## src/rtl/arb_mux_2_1_rr.sv

```systemverilog
// Round-robin arbiter and sequencer for a shared 2:1 mux.
// Requesters A and B take turns owning a single registered output stage.
// Each grant is capped at MAX_BURST beats whenever the other side is waiting.
module arb_mux_2_1_rr #(
    parameter int WIDTH     = 8,
    parameter int MAX_BURST = 4
) (
    input  logic             clk,
    input  logic             rst_n,
    input  logic             a_valid,
    input  logic [WIDTH-1:0] a_data,
    output logic             a_ready,
    input  logic             b_valid,
    input  logic [WIDTH-1:0] b_data,
    output logic             b_ready,
    output logic             y_valid,
    output logic [WIDTH-1:0] y_data,
    input  logic             y_ready,
    output logic             sel,
    output logic             busy
);

    localparam int CW = $clog2(MAX_BURST + 1);

    localparam logic [1:0] IDLE  = 2'd0;
    localparam logic [1:0] GNT_A = 2'd1;
    localparam logic [1:0] GNT_B = 2'd2;

    logic [1:0]    state, state_nxt;
    logic [CW-1:0] cnt, cnt_nxt, cnt_inc;
    // last: requester that most recently gave up the grant (0 = A, 1 = B).
    logic          last, last_nxt;

    logic          load;
    logic          xfer_a, xfer_b, xfer;
    logic          cur_valid, oth_valid, cur_id;
    logic [1:0]    other_state;

    // The output register can take a new beat when empty or being drained.
    assign load    = !y_valid || y_ready;
    assign a_ready = (state == GNT_A) && load;
    assign b_ready = (state == GNT_B) && load;
    assign sel     = (state == GNT_B);
    assign busy    = (state != IDLE) || y_valid;

    assign xfer_a  = a_valid && a_ready;
    assign xfer_b  = b_valid && b_ready;
    assign xfer    = xfer_a || xfer_b;

    // Views of the current grant holder and its competitor.
    assign cur_id      = (state == GNT_B);
    assign cur_valid   = cur_id ? b_valid : a_valid;
    assign oth_valid   = cur_id ? a_valid : b_valid;
    assign other_state = cur_id ? GNT_A : GNT_B;
    assign cnt_inc     = cnt + 1'b1;

    // Next grant, burst count and round-robin pointer.
    always_comb begin
        // NOTE: every output of this block gets a default first so that no
        // path through the case leaves it unassigned and infers a latch.
        state_nxt = state;
        cnt_nxt   = cnt;
        last_nxt  = last;
        case (state)
            IDLE: begin
                if (a_valid && b_valid) begin
                    state_nxt = last ? GNT_A : GNT_B;
                end else if (a_valid) begin
                    state_nxt = GNT_A;
                end else if (b_valid) begin
                    state_nxt = GNT_B;
                end
            end
            GNT_A, GNT_B: begin
                if (!cur_valid) begin
                    // Holder has nothing more: hand over directly or go idle.
                    cnt_nxt   = '0;
                    last_nxt  = cur_id;
                    state_nxt = oth_valid ? other_state : IDLE;
                end else if (xfer) begin
                    if (cnt_inc == CW'(MAX_BURST)) begin
                        // Burst quota used up: yield if contended, else restart.
                        cnt_nxt = '0;
                        if (oth_valid) begin
                            state_nxt = other_state;
                            last_nxt  = cur_id;
                        end
                    end else begin
                        cnt_nxt = cnt_inc;
                    end
                end
            end
            default: begin
                state_nxt = IDLE;
                cnt_nxt   = '0;
            end
        endcase
    end

    // Control state registers.
    always_ff @(posedge clk or negedge rst_n) begin
        // NOTE: sequential state uses non-blocking assignments so every
        // register samples pre-edge values regardless of statement order.
        if (!rst_n) begin
            state <= IDLE;
            cnt   <= '0;
            last  <= 1'b1;
        end else begin
            state <= state_nxt;
            cnt   <= cnt_nxt;
            last  <= last_nxt;
        end
    end

    // Single-stage output register; data holds when the stage empties.
    always_ff @(posedge clk or negedge rst_n) begin
        if (!rst_n) begin
            y_valid <= 1'b0;
            y_data  <= '0;
        end else if (xfer_a) begin
            y_valid <= 1'b1;
            y_data  <= a_data;
        end else if (xfer_b) begin
            y_valid <= 1'b1;
            y_data  <= b_data;
        end else if (load) begin
            y_valid <= 1'b0;
        end
    end

endmodule

```

## config.mk

```make
export PLATFORM = sky130hd
export DESIGN_NAME = arb_mux_2_1_rr
export DESIGN_NICKNAME = d
export VERILOG_FILES = /design/src/rtl/arb_mux_2_1_rr.sv
export SDC_FILE = /design/constraint.sdc
export NUM_CORES = 1
export LEC_CHECK = 0
export CORE_MARGIN = 5
export CORE_UTILIZATION = 40
export DETAILED_ROUTE_END_ITERATION = 6
export GPL_ROUTABILITY_DRIVEN = 0
export PLACE_DENSITY = 0.72
export SETUP_SLACK_MARGIN = 0.5
export SKIP_CTS_REPAIR_TIMING = 1
export SYNTH_ARGS = -nofsm -noshare
export SYNTH_HDL_FRONTEND = slang
export SYNTH_SLANG_ARGS = --single-unit
```

## constraint.sdc

```tcl
create_clock -name clk -period 2.1 [get_ports clk]
set_input_delay 0.525 -clock clk [delete_from_list [all_inputs] [get_ports clk]]
set_output_delay 0.525 -clock clk [all_outputs]
set_load 0.005 [all_outputs]
```

==> out/qor.yml, run 1 <==
status: "completed"
synth.ff_latch_count: 15
fillerInstances: 182
ctsLongestPathBuffers: 2
worst_setup_timing_slack_at_the_placement_stage_ps: -209
fin_nets: 176
ys_dominant_reg_cell: "dfrtp_1"
hold_class: "register to register"
fin_util_pct: 69.0
postSynthAreaPerCell_um2: 9.89
finalHoldViolCount: 0
first_pass_grt_wire_length_mm: 3.93
min_delay_worst_endpoint: "y_data[1]$_DFFE_PN0P_"
remaining_design_rule_violation_count: 0
cts.sinks: 15
pin_count: 34
powerDensity_nw_per_um2: 1160
global_route.overflow_total: 0
floorplan.core_area_um2: 2250
postLayoutSetupSlackWorst_ps: 289
core.rowCount: 17
post_route_antenna_net_violation_count: 0
whs_path_depth: 2
synth_edf_count: 0
final.min_clock_period_ps: 1810
floorplan_die_height_um: 59.2
clock_tree_skew_after_final_layout_ps: 6.57
r2r_end: "state[0]$_DFFE_PN0P_"
critical-path-slowest-cell: "dfrtp_2"
dpl_cell_area_um2: 1350
ys_seq_area_share_pct: 38.8
total_leakage_power_nw: 0.866
worst_ep_arrival_time_ps: 1290
crit_fanout: 4
switchingPower_mw: 0.671
h-tree-depth: 1
antenna_cells: 0
io_buffers: 33
worstRegToRegCells: 8
share_comb_of_total_power_pct: 63.7
start_util_pct: 43.0
netSwitchingFraction_pct: 37.1
maximum_clock_frequency_mhz: 552
clk_latency_ps: 290
reg2reg_setup_slack_ps: 330
min_from: "y_data[1]$_DFFE_PN0P_"
grt_pass1_vias: 933
grt_util_all_layers_pct: 14.6
drt-total-wl_mm: 2.54
clockRootBuffer: "clkbuf_4"
clk_pin_slew_worst_paths_ps: 100
place.detailed.hpwl_mm: 1.85
setup-violations-final: 0
finalPower_mw: 1.81
cp_cell_sequence: "buf_6, ha_4, and2_1, clkbuf_2"
mostFrequentLayoutCells: "18 x clkdlybuf4s50_1, 15 x nand2_1, 13 x buf_4, 12 x o21ai_0, 12 x dfrtp_1"
mostFrequentLayoutCell: "clkdlybuf4s50_1"
power.share.sequential_pct: 26.9
num_vias: 880
max_cap_viol_count: 0
grt_start_max_net_pins: 18
crit_path_max_incr_delay_ps: 440
power.ir.vdd_worst_uv: 798
detail_route.iter0.violations: 9
avgViaCountPerCell: 5.03
grt_antenna_before_repair: 0
max-slew-margin-rel_pct: 80.6
post_route_cells_drive_above_1_share_pct: 32.7
reg2reg_from: "state[1]$_DFFE_PN0P_"
dieArea_um2: 3510
synthesis.yosys.warnings: 0
p_int_mw: 1.14
fin_crit_sh_pct: 86.3
timing.hold.ws_ps: 488
synth_async_sr_flop_share_pct: 100
cts_made_buffers: 3
worst_setup_path_start_kind: "register"
mappedNetlistArea_um2: 970
critPathCaptureType: "output pin"
areaGrowthSynthToFinish_pct: 60.5
tritoncts: "done"
slew_at_the_pin_with_the_worst_max_slew_slack_ps: 290
post-route-cell-area_um2: 1560
setup_repair_after_global_routing_missed_its_margin: "yes"
synth_instances: 98
crit_required_ps: 1570
drtPass1Iterations: 4
worst-setup-path-type: "register to output pin"
final-max-slew-violation-count: 0
die_width_um: 59.2
synthesized_nets: 126
count_of_distinct_cell_types_in_the_synthesized_netlist: 29
clockPowerShare_pct: 9.3
detailed_route_wire_length_per_cell_um: 14.5
-- registers in the layout, indices dropped and copies added, names as in the netlist --
register	count
state	2
cnt	3
y_data	8
y_valid	1
last	1
-- cell usage after synthesis (2+ instances only) --
| cell type | count | area (um2) |
|---|---|---|
| ha_1 | 7 | 87.6 |
| nand2b_4 | 2 | 27.5 |
| and2_1 | 3 | 18.8 |
| nand2_1 | 15 | 56.3 |
| nand2b_1 | 2 | 12.5 |
| nor2_1 | 4 | 15.0 |
| o21ai_1 | 3 | 15.0 |
| a21oi_1 | 3 | 15.0 |
| mux2i_1 | 9 | 90.1 |
| dfrtp_1 | 14 | 350 |
| nand3_1 | 2 | 10.0 |
| o21ai_2 | 2 | 17.5 |
| inv_1 | 2 | 7.51 |
| buf_6 | 2 | 22.5 |
| mux2_1 | 3 | 33.8 |
| o21ai_0 | 12 | 60.1 |
-- power groups by stage --
| stage | logic [mW] | clock network [mW] | registers [mW] |
|---|---|---|---|
| 4_1_cts | 0.909 | 0.176 | 0.491 |
| 3_3_place_gp | 0.878 | 0 | 0.490 |
| 6_report | 1.15 | 0.169 | 0.488 |
| 3_5_place_dp | 0.904 | 0 | 0.497 |
| 5_1_grt | 1.25 | 0.198 | 0.507 |
| 2_1_floorplan | 0.497 | 0 | 0.493 |
-- final cells by class --
class | instances | area [um2] | area share [%]
multi-input cells | 77 | 629 | 40.4
repair buffers | 49 | 475 | 30.5
flip-flops and latches | 15 | 379 | 24.4
well taps | 28 | 35.0 | 2.25
clock buffers | 3 | 22.5 | 1.45
inverters | 2 | 10.0 | 0.643
clock inverters | 1 | 5.00 | 0.322
-- critical path, delay by kind of cell (launching register included) --
kind / cells / cell delay, ps
buffers and inverters: 2 / 250
AND/OR/NAND/NOR: 1 / 140
flip-flops: 1 / 440
adder cells (fa/ha/maj): 1 / 170
-- metrics by stage --
stage	std cells	setup TNS, ps
6_report	175	0
2_1_floorplan	98	0
3_3_place_gp	161	-379
5_1_grt	175	0
3_5_place_dp	161	-433
4_1_cts	165	-497
-- worst max-delay path by stage --
stage | cells past startpoint | startpoint | slack [ps] | end
after floorplan | 7 | state[0]$_DFFE_PN0P_ | 500 | state[0]$_DFFE_PN0P_
after global placement | 4 | y_ready | -200 | a_ready
after detailed placement | 4 | y_ready | -210 | a_ready
after CTS | 4 | y_ready | -210 | a_ready
after global routing | 4 | state[0]$_DFFE_PN0P_ | 210 | b_ready
final | 4 | state[1]$_DFFE_PN0P_ | 290 | b_ready
-- cell families after synthesis --
kind of cell	count (synthesis)	share of synthesized area, %
buffers and inverters	6	4.00
AO/OA/AOI/OAI	23	14.6
XOR/XNOR	1	0.903
flip-flops	15	38.8
adder cells (fa/ha/maj)	7	9.03
AND/OR/NAND/NOR	34	19.9
multiplexers	12	12.8
-- routing by layer --
metal	up-vias	GRT usage, %	share of wire, %
li1	434	-	-
met4	0	5.50	0
met1	429	15.8	40
met3	0	5.88	4.5
met2	17	25.4	55
met5	-	0	0
(Power assumes the default switching activity.)
==> inputs of run 2 (changes only) <==
Settings changed: ABC_AREA from default to 1.
==> out/qor.yml, run 2 <==
status: "completed"
maximum_clock_frequency_mhz: 548
areaGrowthSynthToFinish_pct: 62.9
postLayoutSetupSlackWorst_ps: 275
synth_async_sr_flop_share_pct: 100
die_width_um: 59.9
fin_nets: 216
grt_start_max_net_pins: 16
num_vias: 1069
reg2reg_setup_slack_ps: 490
drtPass1Iterations: 5
postSynthAreaPerCell_um2: 7.49
crit_path_max_incr_delay_ps: 410
powerDensity_nw_per_um2: 1210
mostFrequentLayoutCell: "nand2_1"
r2r_end: "state[1]$_DFFE_PN0P_"
cp_most_frequent_cell: "inv_2"
post_route_antenna_net_violation_count: 0
setup_tns_final_ps: 0
floorplan_die_height_um: 59.9
avgViaCountPerCell: 4.93
global_route.overflow_total: 0
synthesis.yosys.warnings: 0
yosys-top-cells-area: "dfrtp_1 35%, nand2_1 14%, ha_1 8.8%"
max-slew-margin-rel_pct: 85.6
h-tree-depth: 1
clk_latency_ps: 280
worstRegToRegCells: 14
hold_class: "register to register"
clockRootBuffer: "clkbuf_4"
io_buffers: 33
first_pass_grt_wire_length_mm: 4.01
clock_tree_skew_after_final_layout_ps: 3.80
synth_top_cell_by_area: "dfrtp_1"
post_route_cells_drive_above_1_share_pct: 28.9
finalPower_mw: 1.96
ctsLongestPathBuffers: 2
yosys-top-cells-count: "38 x nand2_1, 15 x nand3_1, 14 x dfrtp_1, 14 x inv_1, 13 x nor2_1"
worst-setup-path-type: "register to output pin"
worst_ep_arrival_time_ps: 1300
place.detailed.hpwl_mm: 2.00
numPlacedInstances: 203
worst_setup_timing_slack_at_the_placement_stage_ps: -196
final_cells: 217
tritoncts: "done"
drt-total-wl_mm: 2.75
yosys.cell_count.top_type: "nand2_1"
cp_cell_sequence: "inv_2, ha_4, inv_2, or2_4, buf_6"
p_int_mw: 1.18
worst_setup_path_start_kind: "register"
reg2reg_from: "state[0]$_DFFE_PN0P_"
total_leakage_power_nw: 0.845
critPathCaptureType: "output pin"
setup_repair_after_global_routing_missed_its_margin: "yes"
whs_path_depth: 2
cp.buffers_inverters: 3
netlist.area_leader.share_pct: 35.2
largest_register_ff_count: 8
crit_family: "flip-flops"
critical-path-slowest-cell: "dfrtp_1"
detail_route.iter0.violations: 27
mappedNetlistArea_um2: 996
core.rowCount: 18
dieArea_um2: 3590
grt_antenna_before_repair: 0
cts_made_buffers: 3
max_cap_viol_count: 0
detailed_route_wire_length_per_cell_um: 12.7
clk_pin_slew_worst_paths_ps: 80
ys_seq_area_share_pct: 37.8
antenna_cells: 0
final-max-slew-violation-count: 0
synth_edf_count: 0
floorplan.core_area_um2: 2430
ys_dominant_reg_cell: "dfrtp_1"
largest-register: "y_data"
grt_util_all_layers_pct: 14.7
remaining_design_rule_violation_count: 0
fin_crit_sh_pct: 86.9
switchingPower_mw: 0.782
cts.sinks: 15
start_util_pct: 40.9
biggestRegsByFlops: "y_data x8, cnt x3, state x2"
count_of_distinct_cell_types_in_the_synthesized_netlist: 24
share_comb_of_total_power_pct: 66.7
pin_count: 34
crit_required_ps: 1570
synth_instances: 133
finalHoldViolCount: 0
power.ir.vdd_worst_uv: 969
synth.ff_latch_count: 15
clockPowerShare_pct: 8.1
grt_pass1_vias: 988
min_from: "last$_DFFE_PN1P_"
final.min_clock_period_ps: 1820
netSwitchingFraction_pct: 39.8
crit_fanout: 4
setup-violations-final: 0
mostFrequentLayoutCells: "34 x nand2_1, 18 x clkdlybuf4s50_1, 16 x buf_4, 15 x nand3_1, 14 x dfrtp_1"
slew_at_the_pin_with_the_worst_max_slew_slack_ps: 216
power.share.sequential_pct: 25.2
min_delay_worst_endpoint: "last$_DFFE_PN1P_"
synthesized_nets: 161
-- run 2: logic make-up (layout without fill, tap and decap cells) --
kind of cell             Yosys count  in the layout  synth area share (%)
buffers and inverters             19             73                  8.42
flip-flops                        15             15                  37.8
AND/OR/NAND/NOR                   74             74                  33.5
AO/OA/AOI/OAI                     18             18                  11.4
adder cells (fa/ha/maj)            7              7                  8.79
-- run 2: power groups by stage --
stage | Clock [mW] | Sequential [mW] | Combinational, mW
6_report | 0.160 | 0.494 | 1.31
5_1_grt | 0.186 | 0.510 | 1.43
4_1_cts | 0.168 | 0.493 | 1.06
3_5_place_dp | 0 | 0.497 | 1.06
3_3_place_gp | 0 | 0.490 | 1.04
2_1_floorplan | 0 | 0.500 | 0.579
-- run 2: per-layer routing --
metal / wire length (um) / up-vias / global-route usage (%)
met1: 1100 / 498 / 15.6
met3: 128 / 2 / 4.32
li1: - / 544 / -
met2: 1520 / 25 / 27.3
met5: 0 / - / 0
met4: 13 / 0 / 4.43
-- run 2: cell type report --
class | count | area [um2]
clock buffers | 4 | 26.3
repair buffers | 53 | 515
multi-input cells | 99 | 607
well taps | 30 | 37.5
fillers | 192 | 810
inverters | 16 | 60.1
flip-flops and latches | 15 | 377
-- run 2: worst max path at each step --
stage	startpoint	end	cells past startpoint
global route	state[0]$_DFFE_PN0P_	busy	5
finish	state[0]$_DFFE_PN0P_	busy	5
global placement	y_ready	a_ready	6
detailed placement	y_ready	a_ready	6
floorplan	state[0]$_DFFE_PN0P_	busy	4
CTS	state[0]$_DFFE_PN0P_	busy	5
-- run 2: stage by stage --
step | cell area, um2 | util (%) | hold WS, ps
4_1_cts | 1440 | 59.3 | 479
3_3_place_gp | 1420 | 58.2 | 459
2_1_floorplan | 996 | - | 229
6_report | 1620 | 66.7 | 506
3_5_place_dp | 1420 | 58.2 | 468
5_1_grt | 1620 | 66.7 | 530
-- run 2: tightest hold or removal path, stage by stage, from the launching register on --
cell	delay, ps
dfstp_2	390
nand2_1	70
nand2_1	50
==> inputs of run 3 (changes only) <==
Settings changed: CORE_MARGIN 5 to 2, GPL_ROUTABILITY_DRIVEN 0 to 1.
==> out/qor.yml, run 3 (same netlist as run 2, synthesis figures left out) <==
dieArea_um2: 2910
drt-total-wl_mm: 2.58
ctsLongestPathBuffers: 2
largest-register: "y_data"
clk_pin_slew_worst_paths_ps: 100
pin_count: 34
io_buffers: 33
fillerInstances: 212
floorplan.core_area_um2: 2410
worst_setup_path_start_kind: "register"
die_width_um: 53.9
grt_antenna_before_repair: 0
hold_class: "register to register"
global_route.overflow_total: 0
fin_nets: 211
detail_route.iter0.violations: 5
grt_start_max_net_pins: 16
fin_crit_sh_pct: 87.7
final.min_clock_period_ps: 1840
worst_setup_timing_slack_at_the_placement_stage_ps: -188
setup_repair_after_global_routing_missed_its_margin: "yes"
routabilityCongestion: 0.786
worst-setup-path-type: "register to output pin"
timing.hold.ws_ps: 484
detailed_route_wire_length_per_cell_um: 12.2
status: "completed"
avgViaCountPerCell: 4.94
total_leakage_power_nw: 0.824
antenna_cells: 0
clk_latency_ps: 310
seqCellArea_um2: 377
cts.sinks: 15
final_cells: 212
floorplan_die_height_um: 53.9
final-max-slew-violation-count: 0
max-slew-margin-rel_pct: 85.1
crit_required_ps: 1570
first_pass_grt_wire_length_mm: 3.77
mostFrequentLayoutCells: "34 x nand2_1, 18 x clkdlybuf4s50_1, 15 x nand3_1, 14 x dfrtp_1, 13 x buf_4"
crit_fanout: 2
clockRootBuffer: "clkbuf_4"
areaGrowthSynthToFinish_pct: 57.2
total_area_of_multi_input_combinational_cells_um2: 594
powerDensity_nw_per_um2: 1190
place.detailed.hpwl_mm: 1.90
num_vias: 1047
start_util_pct: 41.3
largest_register_ff_count: 8
mostFrequentLayoutCell: "nand2_1"
finalHoldViolCount: 0
maximum_clock_frequency_mhz: 543
post_route_antenna_net_violation_count: 0
power.ir.vdd_worst_uv: 710
finalPower_mw: 1.86
clock_tree_skew_after_final_layout_ps: 4.52
max_cap_viol_count: 0
worst_ep_arrival_time_ps: 1320
slew_at_the_pin_with_the_worst_max_slew_slack_ps: 222
grt_pass1_vias: 931
biggestRegsByFlops: "y_data x8, cnt x3, state x2"
post_route_cells_drive_above_1_share_pct: 25.8
grt_util_all_layers_pct: 18.3
numPlacedInstances: 203
core.rowCount: 18
setup-violations-final: 0
remaining_design_rule_violation_count: 0
critPathCaptureType: "output pin"
postLayoutSetupSlackWorst_ps: 259
h-tree-depth: 1
tritoncts: "done"
cts_made_buffers: 3
drtPass1Iterations: 4
[run 3: final cells by class]
class	count	share of cell area [%]
clock buffers	3	1.44
clock inverters	1	0.320
inverters	16	4.08
multi-input cells	99	38.0
flip-flops and latches	15	24.1
well taps	30	2.40
repair buffers	48	29.7
[run 3: power by group]
group	total (mW)	switching [mW]	internal (mW)
logic	1.19	0.588	0.602
clock network	0.185	0.114	0.0713
registers	0.488	0.0713	0.416
total	1.86	0.773	1.09
[run 3: worst max-delay path: stages, from the launching register on]
cell and delay [ps]:
dfrtp_1 420, inv_2 90, ha_4 140, inv_2 40, or2_4 210, clkbuf_2 110
[run 3: worst paths after layout]
kind / cells after the start / slack (ps) / startpoint / to
setup / recovery: 5 / 260 / state[1]$_DFFE_PN0P_ / busy
hold / removal: 2 / 480 / last$_DFFE_PN1P_ / last$_DFFE_PN1P_
setup reg to reg: 12 / 460 / state[0]$_DFFE_PN0P_ / state[0]$_DFFE_PN0P_
hold reg to reg: 2 / 480 / last$_DFFE_PN1P_ / last$_DFFE_PN1P_
max in group asynchronous: 2 / 1310 / rst_n / last$_DFFE_PN1P_
min in group asynchronous: 2 / 540 / rst_n / cnt[2]$_DFFE_PN0P_
[run 3: metrics by stage]
step / area [um2] / TNS [ps] / utilization [%]
2_1_floorplan: 996 / 0 / -
3_3_place_gp: 1420 / -366 / 58.7
3_5_place_dp: 1420 / -367 / 58.7
4_1_cts: 1440 / -746 / 59.9
5_1_grt: 1570 / 0 / 65.0
6_report: 1570 / 0 / 65.0
[run 3: per-layer routing]
layer | GRT usage [%] | part of all wire [%] | routed length [um] | up-vias
met3 | 2.50 | 3.6 | 93 | 3
li1 | - | - | - | 526
met4 | 8.97 | 1.4 | 35 | 0
met5 | 0 | 0 | 0 | -
met2 | 32.5 | 55 | 1420 | 23
met1 | 21.2 | 40 | 1030 | 495
